--- config.mk ---
export PLATFORM = sky130hd
export DESIGN_NAME = avalon_st_rr_arbiter
export DESIGN_NICKNAME = d
export VERILOG_FILES = /design/src/rtl/avalon_st_rr_arbiter.sv
export SDC_FILE = /design/constraint.sdc
export NUM_CORES = 1
export LEC_CHECK = 0
export ABC_AREA = 0
export BUFFER_PORTS_ARGS = -buffer_cell sky130_fd_sc_hd__buf_2
export CORE_AREA = 8 8 127 129
export CTS_CLUSTER_DIAMETER = 100
export DETAILED_ROUTE_END_ITERATION = 16
export DIE_AREA = 0 0 135 137
export GPL_TIMING_DRIVEN = 0
export PLACE_DENSITY = 0.56
export SLEW_MARGIN = 20
export SYNTH_ARGS = -nofsm -noshare
export SYNTH_HDL_FRONTEND = slang
export SYNTH_SLANG_ARGS = --single-unit
--- constraint.sdc ---
create_clock -name clk_int_clk -period 2.1 [get_ports clk_int_clk]
set_input_delay 0.315 -clock clk_int_clk [delete_from_list [all_inputs] [get_ports clk_int_clk]]
set_output_delay 0.315 -clock clk_int_clk [all_outputs]
set_load 0.05 [all_outputs]
--- src/rtl/avalon_st_rr_arbiter.sv ---
// Packet-aware round-robin arbiter feeding the internal-clock side of avalon_dc_fifo.
// One requester owns the output per grant; data path is a zero-latency combinational mux.
module avalon_st_rr_arbiter #(
  parameter int NUM_REQ   = 4,
  parameter int DATA_W    = 64,
  parameter int MAX_BURST = 16
) (
  input  logic                      clk_int_clk,
  input  logic                      reset_int_reset,
  input  logic [NUM_REQ*DATA_W-1:0] req_data,
  input  logic [NUM_REQ-1:0]        req_valid,
  input  logic [NUM_REQ-1:0]        req_last,
  output logic [NUM_REQ-1:0]        req_ready,
  output logic [DATA_W-1:0]         fifo_in_data,
  output logic                      fifo_in_valid,
  input  logic                      fifo_in_ready,
  output logic [NUM_REQ-1:0]        grant_onehot,
  output logic                      busy
);

  localparam int IDX_W = (NUM_REQ > 1) ? $clog2(NUM_REQ) : 1;
  localparam int CNT_W = $clog2(MAX_BURST) + 1;
  localparam logic [IDX_W:0]   NUM_REQ_V = (IDX_W + 1)'(NUM_REQ);
  localparam logic [CNT_W-1:0] CNT_LAST  = CNT_W'(MAX_BURST - 1);

  typedef enum logic {IDLE, GRANT} state_t;

  state_t             state_reg, state_next;
  logic [IDX_W-1:0]   ptr_reg, ptr_next;
  logic [IDX_W-1:0]   gidx_reg, gidx_next;
  logic [CNT_W-1:0]   beat_cnt_reg, beat_cnt_next;

  logic [DATA_W-1:0]  req_data_arr [NUM_REQ];
  logic [NUM_REQ-1:0] grant_dec;
  logic [2*NUM_REQ-1:0] valid_dbl;
  logic [NUM_REQ-1:0] valid_rot;
  logic [IDX_W-1:0]   pick_off;
  logic [IDX_W-1:0]   pick_idx;
  logic [IDX_W:0]     pick_sum;
  logic [IDX_W:0]     gidx_inc;
  logic               pick_valid;
  logic               active;
  logic               g_valid;
  logic               g_last;
  logic               accept;
  logic               release_grant;

  genvar gi;
  generate
    for (gi = 0; gi < NUM_REQ; gi++) begin : g_lane
      assign req_data_arr[gi] = req_data[gi*DATA_W +: DATA_W];
      assign grant_dec[gi]    = (gidx_reg == IDX_W'(gi));
    end
  endgenerate

  // Rotate valids so that bit 0 is the pointer position, then take the lowest set bit.
  assign valid_dbl = {req_valid, req_valid};
  assign valid_rot = NUM_REQ'(valid_dbl >> ptr_reg);

  always_comb begin
    pick_valid = 1'b0;
    pick_off   = '0;
    for (int k = NUM_REQ - 1; k >= 0; k--) begin
      if (valid_rot[k]) begin
        pick_valid = 1'b1;
        pick_off   = IDX_W'(k);
      end
    end
  end

  assign pick_sum = {1'b0, ptr_reg} + {1'b0, pick_off};
  assign pick_idx = (pick_sum >= NUM_REQ_V) ? IDX_W'(pick_sum - NUM_REQ_V) : IDX_W'(pick_sum);
  assign gidx_inc = {1'b0, gidx_reg} + {{IDX_W{1'b0}}, 1'b1};

  // Reset gates every output so no beat can move while reset is asserted.
  assign active        = (state_reg == GRANT) && !reset_int_reset;
  assign g_valid       = req_valid[gidx_reg];
  assign g_last        = req_last[gidx_reg];
  assign accept        = active && g_valid && fifo_in_ready;
  assign release_grant = accept && (g_last || (beat_cnt_reg == CNT_LAST));

  assign fifo_in_data  = active ? req_data_arr[gidx_reg] : '0;
  assign fifo_in_valid = active && g_valid;
  assign grant_onehot  = active ? grant_dec : '0;
  assign req_ready     = (active && fifo_in_ready) ? grant_dec : '0;
  assign busy          = active;

  always_comb begin
    state_next    = state_reg;
    ptr_next      = ptr_reg;
    gidx_next     = gidx_reg;
    beat_cnt_next = beat_cnt_reg;
    case (state_reg)
      IDLE: begin
        if (pick_valid) begin
          gidx_next     = pick_idx;
          beat_cnt_next = '0;
          state_next    = GRANT;
        end
      end
      GRANT: begin
        if (release_grant) begin
          ptr_next      = (gidx_inc == NUM_REQ_V) ? '0 : IDX_W'(gidx_inc);
          gidx_next     = '0;
          beat_cnt_next = '0;
          state_next    = IDLE;
        end else if (accept) begin
          beat_cnt_next = beat_cnt_reg + 1'b1;
        end
      end
      default: state_next = IDLE;
    endcase
  end

  always_ff @(posedge clk_int_clk) begin
    if (reset_int_reset) begin
      state_reg    <= IDLE;
      ptr_reg      <= '0;
      gidx_reg     <= '0;
      beat_cnt_reg <= '0;
    end else begin
      state_reg    <= state_next;
      ptr_reg      <= ptr_next;
      gidx_reg     <= gidx_next;
      beat_cnt_reg <= beat_cnt_next;
    end
  end

endmodule

* After elaboration in Yosys (flattened, before gate mapping)
Cells that the tools add are included.
Storage, ports and cells: output and inout bits 74, word-level logic and storage cells 63, bits in latches 0, register bits after elaboration 10, memories kept 0, RAM bits 0, bits in read-only memories 0, input port bits 267
Operators by class: shift-type cells 1, div/mod/pow operators 0, magnitude comparators 3, multiply operators 0, add/sub/neg operators 4, equal/unequal tests 8, reduce and logical (&&, ||, !) cells 11, bitwise logic cells 2, multiplexer cells 30
Operators with widths (count):
- $mux W64 | 3
- $bmux W64 S2 | 1
- $mux W2 | 8
- $mux W5 | 3
- $pmux W5 S2 | 1
- $mux W1 | 8
- $mux W4 | 2
- $shr A8 B2 Y4 | 1
- $ge A3 B3 Y1 const B | 2
- $reduce_and A2 Y1 | 3
- $add A5 B1 Y5 const B | 1
- $eq A5 B4 Y1 const B | 1
- $logic_and A1 B1 Y1 | 5
- $bmux W1 S2 | 2
- $eq A2 B2 Y1 const B | 2
- $pmux W2 S2 | 1
- $add A2 B1 Y3 const B | 1
- $add A2 B2 Y3 | 1
- $eq A3 B3 Y1 const B | 1
- $lt A2 B3 Y1 const B | 1
- $ne A3 B1 Y1 const B | 1
- $not A2 Y3 | 1
- $eq A2 B1 Y1 const B | 1
- $logic_not A2 Y1 | 1
- 7 further kinds | 7

* Longest topological paths before layout
depth in word-level cells 10, gate-level depth with buffers 8, mapped depth without buffers 8

* Worst setup path before layout
Ideal clock, no wire load.
kind reg2out, from register gidx_reg[0], to output fifo_in_data[45], setup slack -0.045 ns, path buffers 3, cell stages (with the launch flop) 6, data required time 1.785 ns, data arrival time 1.830 ns, path through dfxtp_1 buf_2 buf_4 buf_2 mux4_2 and2_1
Between the ends: word-level cells in the longest chain between the ends 5
Ends and longest elaborated chain:
- from (decl) | RTL line 30 | logic [IDX_W-1:0] gidx_reg, gidx_next;
- from (signal assigned) | RTL line 124 | gidx_reg <= gidx_next;
- $not A2 Y3 (not written as such) | RTL line 82 | assign fifo_in_data = active ? req_data_arr[gidx_reg] : '0;
- $bmux W64 S2 | RTL line 82
- $mux W64 (not written as such) (2 in a row) | RTL line 82
- $mux W64 | RTL line 82
- to (decl) | RTL line 14 | output logic [DATA_W-1:0] fifo_in_data,
No other way between the ends. The select of a mux whose other input is x is not followed.

* Worst setup path in the final report
from register gidx_reg[0], to output fifo_in_data[53]
Same word-level chain as after synthesis.

==> reports/qor.csv <==
stage,metric,value,unit
outcome,status,"complete, but fails checks",
outcome,failing checks,setup timing,
timing,RSZ-0062 raised after global routing,yes,
worst_setup_path,CP startpoint kind,flip-flop,
cells_and_area,register area,206,um2
timing,FMAX,0.465,GHz
route,routed len/inst,22.1,um
synth,Post-Syn Area per Cell,11.6,um2
synth,Mapped Nets,513,
route,drt drc,0,
cells_and_area,Final Net Count,868,
global_route,largest net degree at the start of global routing,11,
cells_and_area,area of the multi-input gates,2530,um2
synth,Yosys cell types,37,
floorplan,starting density of the core,0.195,
floorplan,Die Wd,135,um
floorplan,Rows,44,
synth,leading post-synthesis cells by cell area,"mux4_2 (54%), and2_1 (16%), dfxtp_1 (7.2%), ha_1 (3.2%), buf_2 (1.8%)",
timing,worst slew pin tran,0.461,ns
timing,Final Critical Period,2.15,ns
cts,CTS tree,built,
hold_path,worst hold path cell count,2,
timing,setup violators final,24,
timing,clock skew,0.00284,ns
floorplan,CORE AREA,14200,um2
cells_and_area,Layout area overhead,102,%
route,Pre-Repair DR Iteration Count,4,
cts,root buffer cell,clkbuf_16,
power_and_ir_drop,worst vdd ir,251,uV
timing,Slew Limit Fails,0,
route,via/cell ratio,4.78,
worst_setup_path,"Req. time, crit path",1.78,ns
worst_setup_path,crit path max fanout,7,
synth,Post-synth EDFFs,0,
worst_setup_path,critical path class,flip-flop to output pin,
placed_design,Placed Instance Area,4710,um2
placed_design,port bufs,340,
synth,post-synth top area share,0.538,
cts,clk slew on worst S/H paths,0.04,ns
cts,number of buffers created by CTS,3,
timing,Slew headroom,0.693,
power_and_ir_drop,P_leak,2.68,nW
synth,"Seq/Total Area, Yosys",0.0725,
cts,CTS Sinks,10,
worst_setup_path,worst reg2reg path depth,8,
timing,fin worst setup slack,-0.0493,ns
placed_design,GP Congestion,0.900,
route,Iter 0 DRT Violations,219,
run,max_cap viols,0,
global_route,initial antenna violation count,4,
cts,Worst-Skew Late Latency,0.24,ns
cells_and_area,share of cells above drive strength 1,0.838,
route,Vias,3720,
cells_and_area,max reg flops,5,
route,ANT nets after route,0,
cells_and_area,fillers,1409,
floorplan,die area,18500,um2
global_route,GRT Total Usage,0.165,
timing,"Hold Violations, Final",0,
power_and_ir_drop,Pwr Density,471,nW/um2
synth,Post-synth ARST share,0,
timing,post-route clock period utilization,1.02,
cells_and_area,final instance area,5580,um2
global_route,vias in the first global route,3894,
floorplan,chip height,137,um
cts,CTS max path bufs,2,
placed_design,hpwl dp,15000,um
floorplan,I/O pin count,341,
cts,hold-fix buffers at CTS,0,
timing,setup TNS,-0.431,ns
cts,CTS H-tree depth,1,
synth,Post-synth top flop,dfxtp_1,
synth,#FFs+latches synth,10,
global_route,first-pass GRT wire length,23500,um
worst_setup_path,Worst setup EP type,output pin,
global_route,grt total ovfl,0,
synth,Synth area leader,mux4_2,
hold_path,min-delay worst type,flip-flop to flip-flop,
synth,synth warn,0,
synth,Synth Cell Area,2760,um2
route,drt total wl,17200,um
worst_setup_path,worst path arrival time,1.83,ns
synth,Gate Count Post-Synth,239,
path summary, 6_finish.rpt:
kind | slack [ns] | endpoint | start
worst max-delay path | -0.05 | fifo_in_data[53] | gidx_reg[0]$_SDFFE_PP0P_
worst min-delay path | 0.45 | beat_cnt_reg[4]$_SDFFE_PP0P_ | beat_cnt_reg[4]$_SDFFE_PP0P_
worst max register to register | 0.08 | ptr_reg[0]$_SDFFE_PP0P_ | beat_cnt_reg[1]$_SDFFE_PP0P_
worst min register to register | 0.45 | beat_cnt_reg[4]$_SDFFE_PP0P_ | beat_cnt_reg[4]$_SDFFE_PP0P_
Yosys cell counts (2+ instances only):
| library cell | n |
|---|---|
| nor2b_1 | 3 |
| inv_1 | 6 |
| a32o_1 | 3 |
| mux2_4 | 2 |
| o21ai_0 | 3 |
| and2_1 | 72 |
| xnor2_1 | 2 |
| ha_1 | 7 |
| mux4_2 | 66 |
| nand2_1 | 5 |
| or4_1 | 2 |
| dfxtp_1 | 10 |
| buf_2 | 10 |
| buf_4 | 2 |
| nor2_1 | 9 |
| and3b_1 | 2 |
| and3_1 | 4 |
| clkbuf_1 | 11 |
| mux2i_1 | 2 |
kinds of logic (layout without fill, tap and decap cells):
| group | count (synthesis) | in the layout | share of synthesized area |
|---|---|---|---|
| AO/OA/AOI/OAI | 17 | 17 | 0.0607 |
| XOR/XNOR | 2 | 2 | 0.00634 |
| adder cells (fa/ha/maj) | 7 | 7 | 0.0317 |
| buffers and inverters | 31 | 384 | 0.0521 |
| flip-flops | 10 | 10 | 0.0725 |
| multiplexers | 70 | 70 | 0.556 |
| other | 0 | 3 | 0 |
| AND/OR/NAND/NOR | 102 | 102 | 0.221 |
per-stage QoR:
step	cells	worst slack, ns	hold WS [ns]	util	total power [mW]
CTS	773	-0.104	0.453	0.375	2.52
finish	779	-0.0493	0.450	0.393	2.63
detailed placement	763	-0.539	0.444	0.331	1.90
global route	779	-0.0999	0.478	0.393	2.76
floorplan	239	0.0290	0.425	-	1.36
global placement	763	-0.566	0.448	0.331	1.87
timing repair:
action,4_1_cts,5_1_grt
pin swaps,1,3
gates cloned,1,3
setup buffers,6,1
setup endpoints to repair,73,73
gates resized for setup,162,67
cells in the final DEF, fill, tap and decap left out, types with 2 or more instances in the layout:
cell type	netlist	routed
buf_2	10	294
mux4_2	66	66
and2_4	0	42
buf_6	1	36
and2_1	72	30
buf_8	0	18
nor2_1	9	9
buf_12	0	7
dfxtp_1	10	7
inv_1	6	6
clkbuf_16	0	6
nand2_1	5	5
ha_1	7	5
buf_4	2	5
clkbuf_2	0	4
and3_1	4	4
clkbuf_4	0	4
diode_2	0	3
o21ai_0	3	3
nor2b_1	3	3
a32o_1	3	3
and3b_1	2	2
or4_1	2	2
clkbuf_8	0	2
mux2i_1	2	2
mux2_4	2	2
xnor2_1	2	2
ha_2	0	2
dfxtp_2	0	2
report_power, final:
| part | internal, mW | switching (mW) |
|---|---|---|
| clock network | 0.247 | 0.0894 |
| logic | 1.06 | 1.01 |
| registers | 0.204 | 0.0209 |
| total | 1.51 | 1.12 |
critical path, cell delays in order, from the launching register on:
cell and delay [ns]:
dfxtp_4 0.43, buf_12 0.17, buf_12 0.13, mux4_2 0.52
and2_4 0.18, buf_8 0.14
area by class of cell:
type	count	share of cell area
multi-input combinational	198	0.453
timing repair buffer	351	0.401
buffer	24	0.0484
tap	184	0.0413
sequential	10	0.0370
clock buffer	3	0.0135
inverter	6	0.00404
antenna	3	0.00135
layer usage:
layer / part of all wire / vias up / routed length (um) / track usage
li1: - / 1656 / - / -
met1: 0.39 / 1856 / 6690 / 0.198
met2: 0.53 / 193 / 9050 / 0.295
met3: 0.069 / 15 / 1190 / 0.0312
met4: 0.015 / 0 / 259 / 0.0463
met5: 0 / - / 0 / 0
Note: power is estimated with default switching activity, not from simulation.
